**src/rtl/argmax_stream.sv**
```systemverilog
// -----------------------------------------------------------------------------
// argmax_stream
//   Final-decision unit for the classifier output layer. Scores arrive one per
//   valid_in beat, class 0 first. The running best and second-best scores are
//   tracked on the fly, so the winning class, its score and the top-1/top-2
//   margin are registered on the edge that accepts the last beat and presented
//   with a one-cycle valid_out pulse. Frames may follow each other with no gap,
//   idle cycles inside a frame are allowed, and sof_in restarts a frame,
//   discarding any partial one.
//
// Parameters
//   DATA_W     score width in bits (>=2)
//   NUM_CLASS  scores per frame (>=2)
//   SIGNED     1: two's-complement compare, 0: unsigned compare
//
// Ports
//   clk        clock, rising edge
//   rst_n      synchronous, active-low reset
//   valid_in   data_in carries a score this cycle (no backpressure)
//   sof_in     with valid_in: this beat is class 0 of a new frame
//   data_in    score of the current class
//   busy       a frame is partially received
//   valid_out  one-cycle pulse, result outputs valid
//   decision   index of the maximum score (lowest index on ties)
//   max_val    maximum score
//   margin     max_val minus second-best score, unsigned
//   frame_err  one-cycle pulse, partial frame discarded by sof_in
// -----------------------------------------------------------------------------
module argmax_stream #(
  parameter  int DATA_W    = 12,
  parameter  int NUM_CLASS = 10,
  parameter  int SIGNED    = 1,
  localparam int IDX_W     = $clog2(NUM_CLASS)
) (
  input  logic              clk,
  input  logic              rst_n,
  input  logic              valid_in,
  input  logic              sof_in,
  input  logic [DATA_W-1:0] data_in,
  output logic              busy,
  output logic              valid_out,
  output logic [IDX_W-1:0]  decision,
  output logic [DATA_W-1:0] max_val,
  output logic [DATA_W:0]   margin,
  output logic              frame_err
);

  localparam logic [IDX_W-1:0] LAST_IDX = IDX_W'(NUM_CLASS - 1);

  // Seed for the second-best register: the smallest representable score, so
  // that any real score of the frame displaces it.
  localparam logic [DATA_W-1:0] SECOND_SEED =
    (SIGNED != 0) ? {1'b1, {(DATA_W-1){1'b0}}} : '0;

  // Strict greater-than in the configured number format.
  function automatic logic score_gt(input logic [DATA_W-1:0] a,
                                    input logic [DATA_W-1:0] b);
    logic signed [DATA_W-1:0] a_s;
    logic signed [DATA_W-1:0] b_s;
    a_s = signed'(a);
    b_s = signed'(b);
    if (SIGNED != 0) score_gt = (a_s > b_s);
    else             score_gt = (a > b);
  endfunction

  // Widen a score by one bit in the configured number format.
  function automatic logic signed [DATA_W:0] score_ext(input logic [DATA_W-1:0] a);
    if (SIGNED != 0) score_ext = signed'({a[DATA_W-1], a});
    else             score_ext = signed'({1'b0, a});
  endfunction

  // best >= second always holds, so the one-bit-wider difference is exact and
  // non-negative; no saturation is required.
  function automatic logic [DATA_W:0] score_margin(input logic [DATA_W-1:0] best,
                                                   input logic [DATA_W-1:0] second);
    logic signed [DATA_W:0] diff;
    diff = score_ext(best) - score_ext(second);
    score_margin = unsigned'(diff);
  endfunction

  // Running frame state
  logic [IDX_W-1:0]  cnt_p0;
  logic [DATA_W-1:0] best_p0;
  logic [DATA_W-1:0] second_p0;
  logic [IDX_W-1:0]  best_idx_p0;

  // Combinational update of the running state for the current beat
  logic              first_beat;
  logic              last_beat;
  logic              abort_beat;
  logic [IDX_W-1:0]  beat_idx;
  logic [IDX_W-1:0]  cnt_nxt;
  logic [DATA_W-1:0] best_nxt;
  logic [DATA_W-1:0] second_nxt;
  logic [IDX_W-1:0]  best_idx_nxt;

  // Result registers
  logic              vld_p1;
  logic [IDX_W-1:0]  decision_p1;
  logic [DATA_W-1:0] max_val_p1;
  logic [DATA_W:0]   margin_p1;
  logic              frame_err_p1;
  logic              busy_p1;

  always_comb begin
    first_beat = sof_in || (cnt_p0 == '0);
    beat_idx   = sof_in ? '0 : cnt_p0;
    // sof_in forces class 0, so it can never be the last beat (NUM_CLASS >= 2).
    last_beat  = valid_in && (beat_idx == LAST_IDX);
    abort_beat = valid_in && sof_in && (cnt_p0 != '0);

    cnt_nxt = cnt_p0;
    if (valid_in) begin
      if (last_beat) cnt_nxt = '0;
      else           cnt_nxt = beat_idx + IDX_W'(1);
    end

    best_nxt     = best_p0;
    second_nxt   = second_p0;
    best_idx_nxt = best_idx_p0;
    if (first_beat) begin
      best_nxt     = data_in;
      second_nxt   = SECOND_SEED;
      best_idx_nxt = '0;
    end else if (score_gt(data_in, best_p0)) begin
      best_nxt     = data_in;
      second_nxt   = best_p0;
      best_idx_nxt = beat_idx;
    end else if (score_gt(data_in, second_p0)) begin
      // A score tied with the best lands here and yields a zero margin.
      second_nxt   = data_in;
    end
  end

  // ---- stage p0: running best/second state ----
  always_ff @(posedge clk) begin
    if (!rst_n) begin
      cnt_p0      <= '0;
      best_p0     <= '0;
      second_p0   <= '0;
      best_idx_p0 <= '0;
    end else if (valid_in) begin
      cnt_p0      <= cnt_nxt;
      best_p0     <= best_nxt;
      second_p0   <= second_nxt;
      best_idx_p0 <= best_idx_nxt;
    end
  end

  // ---- stage p1: registered result and status ----
  always_ff @(posedge clk) begin
    if (!rst_n) begin
      vld_p1       <= 1'b0;
      decision_p1  <= '0;
      max_val_p1   <= '0;
      margin_p1    <= '0;
      frame_err_p1 <= 1'b0;
      busy_p1      <= 1'b0;
    end else begin
      vld_p1       <= last_beat;
      frame_err_p1 <= abort_beat;
      busy_p1      <= (cnt_nxt != '0);
      if (last_beat) begin
        decision_p1 <= best_idx_nxt;
        max_val_p1  <= best_nxt;
        margin_p1   <= score_margin(best_nxt, second_nxt);
      end
    end
  end

  assign valid_out = vld_p1;
  assign decision  = decision_p1;
  assign max_val   = max_val_p1;
  assign margin    = margin_p1;
  assign frame_err = frame_err_p1;
  assign busy      = busy_p1;

endmodule
```
**config.mk**
```make
export PLATFORM = sky130hd
export DESIGN_NAME = argmax_stream
export DESIGN_NICKNAME = d
export VERILOG_FILES = /design/src/rtl/argmax_stream.sv
export SDC_FILE = /design/constraint.sdc
export NUM_CORES = 1
export LEC_CHECK = 0
export BUFFER_PORTS_ARGS = -buffer_cell sky130_fd_sc_hd__buf_2
export CAP_MARGIN = 20
export CORE_MARGIN = 4
export CORE_UTILIZATION = 35
export DETAILED_ROUTE_END_ITERATION = 10
export GPL_TIMING_DRIVEN = 0
export PLACE_DENSITY = 0.59
export SETUP_SLACK_MARGIN = 0.02
export SYNTH_ARGS = -nofsm -noshare
export SYNTH_HDL_FRONTEND = slang
export SYNTH_SLANG_ARGS = --single-unit
```
**constraint.sdc**
```tcl
create_clock -name clk -period 10.85 [get_ports clk]
set_input_delay 1.085 -clock clk [delete_from_list [all_inputs] [get_ports clk]]
set_output_delay 1.085 -clock clk [all_outputs]
set_load 0.01 [all_outputs]
```
# Word level (Yosys, flattened, before mapping)
# Cells that the tools add are included.
# W data, S select, Z words.
[totals] regBits=64 input_bits=16
[classes] add_sub_neg=2 n_reduce_logical=7 n_eq_ne=1 mux=17 n_lt_le_gt_ge=2
[op_table] operator="$mux W12" n=5
[op_table] operator="$mux W13" n=4
[op_table] operator="$gt A12 B12 Y1" n=2
[op_table] operator="$mux W4" n=5
[op_table] operator="$sub A13 B13 Y13" n=1
[op_table] operator="$reduce_bool A4 Y1" n=2
[op_table] operator="$add A4 B1 Y4 const B" n=1
[op_table] operator="$eq A4 B4 Y1 const B" n=1
[op_table] operator="$logic_not A4 Y1" n=1
[op_table] operator="$logic_and A1 B1 Y1" n=3
[op_table] operator="$mux W1" n=3
[op_table] operator="$logic_or A1 B1 Y1" n=1

# Depth between registers and ports, before layout
[logic_depth] ltp_word=11 mapped_depth=19

# Least setup slack after synthesis
# OpenSTA, ideal clock, no wires.
[synth_path] path_type="in2reg" start="input data_in[2]" end="register margin_p1[11], in the netlist margin[11]" cell_stages=15 setup_time_ps=62 t_arrival_ps=4462 setup_slack_ps=6327 n_path_buf=2 cell_sequence="ha_1 -> o21ai_0 -> a21oi_1 -> o41ai_1 -> o221a_1 -> buf_6 -> buf_8 -> mux2_4 -> ha_1 -> nor2b_1 -> o31a_1 -> o311ai_1 -> a21oi_1 -> or4_1 -> nand3_1"
[synth_via] word_cells_on_any_way=15
[synth_lines] item="from (decl)" line_no="39" text="input logic [DATA_W-1:0] data_in,"
[synth_lines] item="$gt A12 B12 Y1" line_no="62" text="if (SIGNED != 0) score_gt = (a_s > b_s);"
[synth_lines] item="$mux W1" line_no="121" text="if (first_beat) begin"
[synth_lines] item="$mux W12" line_no="125" text="end else if (score_gt(data_in, best_p0)) begin"
[synth_lines] item="$mux W12" line_no="121"
[synth_lines] item="net best_nxt[1]" line_no="93" text="logic [DATA_W-1:0] best_nxt;"
[synth_lines] item="$mux W13" line_no="163" text="if (last_beat) begin"
[synth_lines] item="$mux W13" line_no="152" text="if (!rst_n) begin"
[synth_lines] item="$sub A13 B13 Y13" line_no="77" text="diff = score_ext(best) - score_ext(second);"
[synth_lines] item="to (signal assigned)" line_no="166" text="margin_p1 <= score_margin(best_nxt, second_nxt);"
[synth_lines] item="to (decl)" line_no="101" text="logic [DATA_W:0] margin_p1;"
# The timed path passes the listed nets, and every way through them passes these cells. The select of a mux whose other input is x is not followed.
# A chain may end at the register's enable or synchronous reset.

# Final worst setup path
[layout_path] start="input data_in[2]" end="register margin_p1[10], in the netlist margin[10]"
[layout_via] elab_chain_len=9 word_cells_on_any_way=15
[layout_rtl] item="$gt A12 B12 Y1" line_no="62"
[layout_rtl] item="$mux W1" line_no="125"
[layout_rtl] item="$mux W1" line_no="121"
[layout_rtl] item="$mux W12" line_no="129" text="end else if (score_gt(data_in, second_p0)) begin"
[layout_rtl] item="$mux W12 (*)" line_no="125"
[layout_rtl] item="$mux W12 (*)" line_no="121"
[layout_rtl] item="net second_nxt[0]" line_no="94" text="logic [DATA_W-1:0] second_nxt;"
[layout_rtl] item="$mux W13 (*)" line_no="163"
[layout_rtl] item="$mux W13 (*)" line_no="152"
[layout_rtl] item="$sub A13 B13 Y13 (*)" line_no="77"
# Mark *: on every way through the listed nets, which the timed path passes. The rest lies on a longest branch. The select of a mux whose other input is x is not followed.

==> out/results.ini <==
[status]
status=finished clean

[setup_path]
path_cells=buf_2 -> ha_1 -> o21ai_0 -> a21oi_1 -> o41ai_1 -> o22a_1 -> buf_2 -> buf_2 -> o21ai_0 -> a21oi_1 -> ha_1 -> inv_1 -> fa_1 -> a21oi_1 -> o21ai_0 -> a21oi_1 -> nor4b_1 -> nor3_1 -> nand3b_1
path_buf_inv=4
cp-end-kind=flop
critPathMaxStageDelay_ns=0.69
path_class=in -> reg
cp_max_fo=10
cpMaxStageDelayCell=o41ai_1
cp_data_arrival_time_ns=5.51
cp-start-kind=input port
cp_data_required_time_ns=11.06
crit_top_cell=a21oi_1
critical-path-top-delay-family=compound AO/OA/AOI/OAI gates

[global_routing]
grt_overflow=0
grt_use_total_pct=18.5
grt_pass1_wl_mm=19.6
grt_start_max_net_pins=11
antenna_found_initial=0
grt_pass1_vias=3933

[hold_path]
hold_path.class=reg -> reg

[timing]
slew_headroom_pct=42.4
fin_setup_tns_ns=0
finalSetupViolCount=0
fin_crit_sh_pct=48.8
slew_viol_final=0
skew_ns=0.0105
fin_crit_ns=5.30
fmax_ghz=0.189
finalHoldViolCount=0
worst_slew_pin_slew_ns=0.861
grt_setup_unrepaired=false
timing.final.ws_setup_ns=5.55

[synthesis]
postSynthAreaPerCell_um2=8.47
synth_nets=544
ys_ff_latch=64
synth.most_common_cell=dfxtp_1
netlist_area_um2=4140
synth-edff-count=0
netlist_instances=489
ys_seq_area_share_pct=30.9
synthAdderAreaFrac_pct=12.0
synthTopCellsByCount=dfxtp_1 (64), nand2_1 (56), o21ai_0 (47)
yosysUniqueCellTypes=64
async_reset_ff_share_pct=0
synth-xor-area-share_pct=1.06
yosys.area_share.simple_pct=15.2
muxShareOfSynthArea_pct=10.1
synth_top_family_by_area=compound AO/OA/AOI/OAI gates
synthTopCellsByArea=dfxtp_1 (31%), ha_1 (11%), mux2i_1 (6.5%), o21ai_0 (5.7%), nand2_1 (5.1%)
yosysWarnings=0
synth-compound-area-share_pct=24.1
synthFlopType=dfxtp_1
synth_top_cell_by_area=dfxtp_1
synth_top_area_share_pct=30.9

[floorplan]
fp.coreArea_um2=11500
std_cell_rows=39
die_x_um=117
floorplan.die_area_um2=13600
ioPinCount=48
initial_core_util_pct=36.0
dieHeight_um=117

[cts]
clk_latency_ns=0.33
clock_sinks=64
clk_pin_slew_worst_paths_ns=0.05
post_cts_buffers=0
ctsHtreeMaxLevel=3
cts-buffers-inserted=9
cts_hold_buf=0
cts_tree=built
post_cts_resized=0
cts.path.max_buffers=2
cts_root_buf=clkbuf_16

[placed_design]
place_congestion=0.869
port_buffers=47
place_area_um2=4550
hpwl_mm=9.34
dp_slack_ns=5.36

[final_layout]
num-nets-final=602
syn2layout_area_growth_pct=16.2
layout-drive-gt1-share_pct=16.4
diodes=0
final_area_um2=4810

[drt]
first_iter_violations=264
first_pass_iters=5
drc=0
vias=3897
ant_nets=0
vias_per_cell=5.62
wirelength_mm=12.1
wire_per_inst_um=17.5

[pwr]
total_power_uw=638
pwr-share-comb_pct=20.8
p_switching_uw=186
power.density_nw_per_um2=133
p_seq_share_pct=38.7
p_int_uw=452
pwr-share-clk_pct=40.5
peakVddDrop_mv=0.0955
leakagePower_uw=0.00199
switching_share_pct=29.2

[job]
drv_cap=0

==> area by class of cell <==
type	count	area [um^2]
well taps	143	179
fillers	1136	6710
clock buffers	13	250
clock inverters	1	5.00
repair buffers	47	235
inverters	32	120
flip-flops and latches	64	1280
multi-input cells	363	2580
plain buffers	30	158
==> per-stage QoR <==
stage | std cells | hold slack [ns] | util, %
final | 693 | 0.452 | 41.8
after global routing | 693 | 0.484 | 41.8
after CTS | 693 | 0.457 | 41.8
after detailed placement | 679 | 0.450 | 39.5
after global placement | 679 | 0.447 | 39.5
after floorplan | 489 | 0.450 | -
==> registers in the layout (all words and copies together) (netlist names) <==
signal       count
margin          13
best_p0         12
max_val         12
second_p0       12
best_idx_p0      4
cnt_p0           4
decision         4
busy             1
frame_err        1
valid_out        1
==> routing by layer <==
| metal | vias to the layer above | track usage, % | part of all wire, % | wire length, um |
|---|---|---|---|---|
| met5 | - | 0 | 0 | 0 |
| met4 | 0 | 5.12 | 1.3 | 156 |
| met3 | 16 | 4.30 | 5.1 | 615 |
| met2 | 101 | 30.5 | 47 | 5660 |
| met1 | 1882 | 24.4 | 47 | 5690 |
| li1 | 1898 | - | - | - |
==> worst reg2reg max path: cells and delay by family, from the launching register on <==
family | cells | cell delay [ns]
AND/OR/NAND/NOR | 3 | 0.81
AO/OA/AOI/OAI | 9 | 2.04
flip-flops | 1 | 0.41
buffers and inverters | 4 | 0.61
adder cells (fa/ha/maj) | 3 | 0.88
==> cell families (layout without fill, tap and decap cells) <==
logic type | count (synthesis) | in the layout
xor+xnor | 5 | 5
compound gates | 151 | 151
buf+inv | 62 | 123
mux | 38 | 38
fa+ha+maj | 39 | 39
simple gates | 130 | 130
flops | 64 | 64
==> final timing paths <==
path,from,end,slack [ns],depth (start not counted)
hold reg to reg,margin[4],margin[4],0.45,2
hold / removal,margin[4],margin[4],0.45,2
setup reg to reg,best_p0[2],margin[10],5.98,19
setup / recovery,data_in[2],margin[10],5.55,19
==> cells in the final DEF (no fill, tap or decap), drive strengths merged, types with 2 or more instances in the layout <==
master,Yosys,routed
nand3,12,12
nor3,9,9
dfxtp,64,64
or3,3,3
ha,38,38
or2,3,3
a32oi,11,11
nand4,5,5
mux2i,27,27
a211oi,3,3
buf,12,59
nor3b,2,2
nand2b,3,3
o32ai,2,2
o211ai,3,3
mux2,11,11
nand3b,3,3
o21a,3,3
nand2,56,56
a21oi,29,29
o31a,2,2
nor2b,6,6
inv,31,31
and3,4,4
clkbuf,18,31
o21ba,11,11
o21ai,48,48
a31oi,3,3
nor4,4,4
clkinv,1,2
o22ai,6,6
nor2,15,15
o311ai,2,2
a21o,14,14
o31ai,2,2
xnor2,4,4
==> power groups by stage <==
stage | sequential (uW) | combinational, uW | clock (uW)
floorplan | 250 | 95.9 | 0
global placement | 251 | 128 | 0
detailed placement | 251 | 131 | 0
CTS | 247 | 132 | 262
global route | 247 | 148 | 271
finish | 247 | 133 | 258
Note: power is estimated with default switching activity, not from simulation.
